==> src/rtl/tc_block_scheduler.sv <==
// tc_block_scheduler: sequences one 16-block luma macroblock through the
// 4x4 transform/quant pipeline and tags every writeback with its block.
module tc_block_scheduler #(
  parameter int PIPE_LAT = 4,
  parameter int NUM_BLK  = 16
) (
  input  logic       clk,
  input  logic       reset,
  input  logic       start,
  input  logic [5:0] qp,
  input  logic       stall,
  output logic       busy,
  output logic       qp_err,
  output logic [3:0] qp_by_6,
  output logic [2:0] qp_mod_6,
  output logic       rd_en,
  output logic [3:0] rd_blk,
  output logic       pipe_enable,
  output logic       wr_valid,
  output logic [3:0] wr_blk,
  output logic       done
);

  typedef enum logic [2:0] {
    S_IDLE,
    S_QPCALC,
    S_ISSUE,
    S_DRAIN,
    S_DONE
  } state_t;

  localparam logic [3:0] SCAN [16] = '{
    4'd0,  4'd1,  4'd4,  4'd5,
    4'd2,  4'd3,  4'd6,  4'd7,
    4'd8,  4'd9,  4'd12, 4'd13,
    4'd10, 4'd11, 4'd14, 4'd15
  };

  state_t r_state;
  state_t w_next;

  logic [5:0] r_rem;
  logic [3:0] r_quo;
  logic [3:0] r_qp_by_6;
  logic [2:0] r_qp_mod_6;
  logic       r_qp_err;
  logic [4:0] r_issue_cnt;
  logic [4:0] r_wb_cnt;

  logic [PIPE_LAT-1:0] r_tag_v;
  logic [3:0]          r_tag_blk [PIPE_LAT];

  logic       w_accept;
  logic       w_reject;
  logic       w_active;
  logic       w_pipe_en;
  logic       w_rd_en;
  logic [3:0] w_rd_blk;
  logic       w_wb_take;
  logic       w_last_issue;
  logic       w_last_wb;

  assign w_accept  = (r_state == S_IDLE) && start && (qp <= 6'd51);
  assign w_reject  = (r_state == S_IDLE) && start && (qp > 6'd51);
  assign w_active  = (r_state == S_ISSUE) || (r_state == S_DRAIN);
  assign w_pipe_en = w_active && !stall;
  assign w_rd_en   = (r_state == S_ISSUE) && !stall;
  assign w_rd_blk  = SCAN[r_issue_cnt[3:0]];
  assign w_wb_take = r_tag_v[PIPE_LAT-1] && w_pipe_en;

  assign w_last_issue = w_rd_en &&
    (r_issue_cnt == 5'(NUM_BLK - 1));
  assign w_last_wb = w_wb_take &&
    (r_wb_cnt == 5'(NUM_BLK - 1));

  always_ff @(posedge clk or posedge reset) begin
    if (reset) r_state <= S_IDLE;
    else       r_state <= w_next;
  end

  always_comb begin
    w_next = r_state;
    unique case (r_state)
      S_IDLE:   if (w_accept) w_next = S_QPCALC;
      S_QPCALC: if (r_rem < 6'd6) w_next = S_ISSUE;
      S_ISSUE:  if (w_last_issue) w_next = S_DRAIN;
      S_DRAIN:  if (w_last_wb) w_next = S_DONE;
      S_DONE:   w_next = S_IDLE;
      default:  w_next = S_IDLE;
    endcase
  end

  // Divide-by-6 by repeated subtraction; result published on exit.
  always_ff @(posedge clk or posedge reset) begin
    if (reset) begin
      r_rem      <= '0;
      r_quo      <= '0;
      r_qp_by_6  <= '0;
      r_qp_mod_6 <= '0;
      r_qp_err   <= 1'b0;
    end else begin
      r_qp_err <= w_reject;
      if (w_accept) begin
        r_rem <= qp;
        r_quo <= '0;
      end else if (r_state == S_QPCALC) begin
        if (r_rem >= 6'd6) begin
          r_rem <= r_rem - 6'd6;
          r_quo <= r_quo + 4'd1;
        end else begin
          r_qp_by_6  <= r_quo;
          r_qp_mod_6 <= r_rem[2:0];
        end
      end
    end
  end

  always_ff @(posedge clk or posedge reset) begin
    if (reset) begin
      r_issue_cnt <= '0;
      r_wb_cnt    <= '0;
    end else if (w_accept) begin
      r_issue_cnt <= '0;
      r_wb_cnt    <= '0;
    end else begin
      if (w_rd_en)   r_issue_cnt <= r_issue_cnt + 5'd1;
      if (w_wb_take) r_wb_cnt    <= r_wb_cnt + 5'd1;
    end
  end

  // Tag pipe mirrors the datapath latency; frozen with the pipeline.
  always_ff @(posedge clk or posedge reset) begin
    if (reset) begin
      r_tag_v <= '0;
      for (int i = 0; i < PIPE_LAT; i++) begin
        r_tag_blk[i] <= '0;
      end
    end else if (w_pipe_en) begin
      r_tag_v[0]   <= w_rd_en;
      r_tag_blk[0] <= w_rd_blk;
      for (int i = 1; i < PIPE_LAT; i++) begin
        r_tag_v[i]   <= r_tag_v[i-1];
        r_tag_blk[i] <= r_tag_blk[i-1];
      end
    end
  end

  assign busy        = (r_state != S_IDLE);
  assign done        = (r_state == S_DONE);
  assign qp_err      = r_qp_err;
  assign qp_by_6     = r_qp_by_6;
  assign qp_mod_6    = r_qp_mod_6;
  assign rd_en       = w_rd_en;
  assign rd_blk      = w_rd_blk;
  assign pipe_enable = w_pipe_en;
  assign wr_valid    = r_tag_v[PIPE_LAT-1];
  assign wr_blk      = r_tag_blk[PIPE_LAT-1];

endmodule

==> config.mk <==
export PLATFORM = sky130hd
export DESIGN_NAME = tc_block_scheduler
export DESIGN_NICKNAME = d
export VERILOG_FILES = /design/src/rtl/tc_block_scheduler.sv
export SDC_FILE = /design/constraint.sdc
export NUM_CORES = 1
export LEC_CHECK = 0
export CAP_MARGIN = 25
export CELL_PAD_IN_SITES_DETAIL_PLACEMENT = 0
export CELL_PAD_IN_SITES_GLOBAL_PLACEMENT = 1
export CORE_ASPECT_RATIO = 1.75
export CORE_MARGIN = 10
export CORE_UTILIZATION = 40
export CTS_BUF_LIST = sky130_fd_sc_hd__clkbuf_2 sky130_fd_sc_hd__clkbuf_4 sky130_fd_sc_hd__clkbuf_8
export DETAILED_ROUTE_END_ITERATION = 7
export GPL_TIMING_DRIVEN = 0
export PLACE_DENSITY = 0.78
export SLEW_MARGIN = 20
export SYNTH_ARGS = -nofsm -noshare
export SYNTH_HDL_FRONTEND = slang
export SYNTH_SLANG_ARGS = --single-unit
==> constraint.sdc <==
create_clock -name clk -period 4.82 [get_ports clk]
set_clock_uncertainty 0.1 [all_clocks]
set_input_delay 0.723 -clock clk [delete_from_list [all_inputs] [get_ports clk]]
set_output_delay 0.723 -clock clk [all_outputs]
set_load 0.01 [all_outputs]
==> results.ini <==
[status]
status=finished, final reports clean

[placement]
place_area_um2=2760
gp_congestion=0.786
hpwlAfterDp_um=3330
portBuffers=30

[die]
start_util_pct=41.7
rows=36
ios=31
die_h_um=121
die-area_um2=9460
core-area_um2=5630
dieWidth_um=77.9

[logic_synthesis]
syn_nets=208
ys_seq_area_share_pct=54.3
yosysTopAreaCell=dfrtp_1
synth-seq-cells=51
async_flop_share_pct=100
synthDominantCellAreaShare_pct=54.3
yosysMostFrequentCell=dfrtp_1
syn_area_um2=2350
synth_ff_type=dfrtp_1
synth_edf_count=0
netlist_instances=192
synth_common_cells=51 x dfrtp_1, 20 x mux2_2, 14 x nand2_1
ys_top_cells_by_area=dfrtp_1 54%, mux2_2 9.6%, mux2_4 4.5%
yosysWarnings=0
synth_cell_types=39
avgSynthCellArea_um2=12.2

[cts]
cts_tree=done
cts.root.buffer_cell=clkbuf_8
cts_max_level=2
cts_setup_buffers=0
numClockSinks=51
cts.clk_slew.worst_paths_ns=0.09
cts_resized=0
clk_path_buf_depth=2
clk-insertion-delay-late_ns=0.30
numCtsBuffers=5
postCtsHoldBufs=0

[worst_hold_path]
holdPathStages=2
worstHoldStart=r_rem[0]
holdPathEnd=r_rem[0]
hold_path_class=flip-flop to flip-flop

[route]
viasPerCell=4.94
drt-total-wl_um=4430
drc_errors=0
ant_nets=0
via_count=1518
drtPass1Iterations=4
post_drt_wl_per_cell_um=14.4
initialDrtViolationCount=43

[sta]
drv_slew=0
fin_crit_sh_pct=70.9
layout_min_cycle_time_ns=3.42
final-hold-violation-count=0
worst_pin_slew_ns=0.774
max_freq_ghz=0.292
finalSetupViolCount=0
slew_headroom_pct=48.3
rsz0062_at_grt=no
tns_ns=0

[finish]
areaGrowthSynthToFinish_pct=21.3
diodes=0
finalInstanceArea_um2=2850
drive_gt1_share_pct=24.2
finalNetCount=246
num-fill-cells=508

[setup_path]
rrSetupSlack_ns=2.83
end_kind=output pin
crit_fanout=7
worstPathArrival_ns=2.60
worst_path_largest_cell_delay_ns=0.69
crit_path_start_kind=input port
crit_required_ns=4.00
timing.rr.end=r_rem[3]
r2r_start=r_state[2]
crit_chain=clkdlybuf4s50_1 > nor4b_2 > clkdlybuf4s50_1
reg2reg_depth=5
critPathKind=input port to output pin
crit_path_frequent_cell=clkdlybuf4s50_1
slowest_stage=nor4b_2

[grt]
grt_max_degree=31
track_usage_pct=10.0
grt_first_pass_wirelength_um=7630
grt_pass1_vias=1628
overflow=0
use_met3_pct=2.82
antenna_found_initial=0
grtUsageMet1_pct=9.48
grt.met2_usage_pct=18.9
busiest_layer=met2

[power_and_ir_drop]
ir_drop_mv=0.286
leakage_uw=0.00123
power_uw=1430
power_density_nw_per_um2=503

[run]
drv_cap=0

[final cells by class]
class	instances	area (µm²)	share of cell area (%)
clock inverters	3	15.0	0.527
inverters	7	26.3	0.923
multi-input cells	119	947	33.3
clock buffers	5	68.8	2.42
plain buffers	15	98.8	3.47
well taps	76	95.1	3.34
flip-flops and latches	51	1280	44.8
repair buffers	31	320	11.2
[logic make-up after synthesis]
family / Yosys count / synth area share [%]
compound gates: 22 / 6.61
buf+inv: 22 / 5.33
fa+ha+maj: 6 / 3.20
flops: 51 / 54.3
xor+xnor: 11 / 4.10
simple gates: 51 / 11.5
mux: 29 / 14.9
[flip-flops by register name, summed over array words and instances, names as in the netlist]
name	flops
qp_by_6	4
qp_err	1
qp_mod_6	3
r_issue_cnt	5
r_quo	4
r_rem	6
r_state	3
r_tag_blk	12
r_tag_v	4
r_wb_cnt	5
wr_blk	4
[cells in the final DEF, fill, tap and decap left out, types with 5 or more instances in the layout]
cell type | synthesis | routed
dfrtp_1 | 51 | 51
clkdlybuf4s50_1 | 0 | 30
mux2_2 | 20 | 20
nand2_1 | 14 | 14
nor2_1 | 11 | 11
o21ai_0 | 8 | 8
buf_4 | 8 | 8
mux2_4 | 7 | 7
xnor2_1 | 6 | 6
inv_1 | 7 | 6
nand3_1 | 6 | 6
ha_1 | 6 | 6
nor3_1 | 5 | 5
xor2_1 | 5 | 5
clkbuf_8 | 0 | 5
[worst max-delay path by stage]
| stage | end | cells past startpoint | slack (ns) | startpoint |
|---|---|---|---|---|
| floorplan | rd_en | 1 | 2.67 | stall |
| global placement | pipe_enable | 4 | 1.38 | stall |
| detailed placement | pipe_enable | 4 | 1.39 | stall |
| CTS | pipe_enable | 4 | 1.38 | stall |
| global route | pipe_enable | 4 | 1.29 | stall |
| finish | rd_en | 3 | 1.40 | stall |
[through the flow]
stage	setup slack, ns	util [%]	hold slack (ns)	cells
after detailed placement	1.39	49.1	0.367	299
after floorplan	2.67	-	0.346	192
final	1.40	50.6	0.384	307
after CTS	1.38	50.6	0.389	307
after global placement	1.38	48.7	0.362	298
after global routing	1.29	50.6	0.430	307
[layer usage]
| metal | routed length [µm] | up-vias |
|---|---|---|
| li1 | - | 734 |
| met1 | 1680 | 754 |
| met2 | 2480 | 23 |
| met3 | 165 | 7 |
| met4 | 102 | 0 |
| met5 | 0 | - |
[where the power goes]
| part | internal (µW) | total (µW) | switching (µW) | leakage [µW] |
|---|---|---|---|---|
| sequential | 586 | 726 | 140 | 0.000596 |
| combinational | 290 | 470 | 179 | 0.000587 |
| clock | 99.7 | 237 | 138 | 0.0000477 |
[worst max-delay path: cells and delay by family]
family                 cells  cell delay, ns
buffers and inverters      2            1.18
and+or+nand+nor            1            0.69
Power figures use the tool's default switching activity.
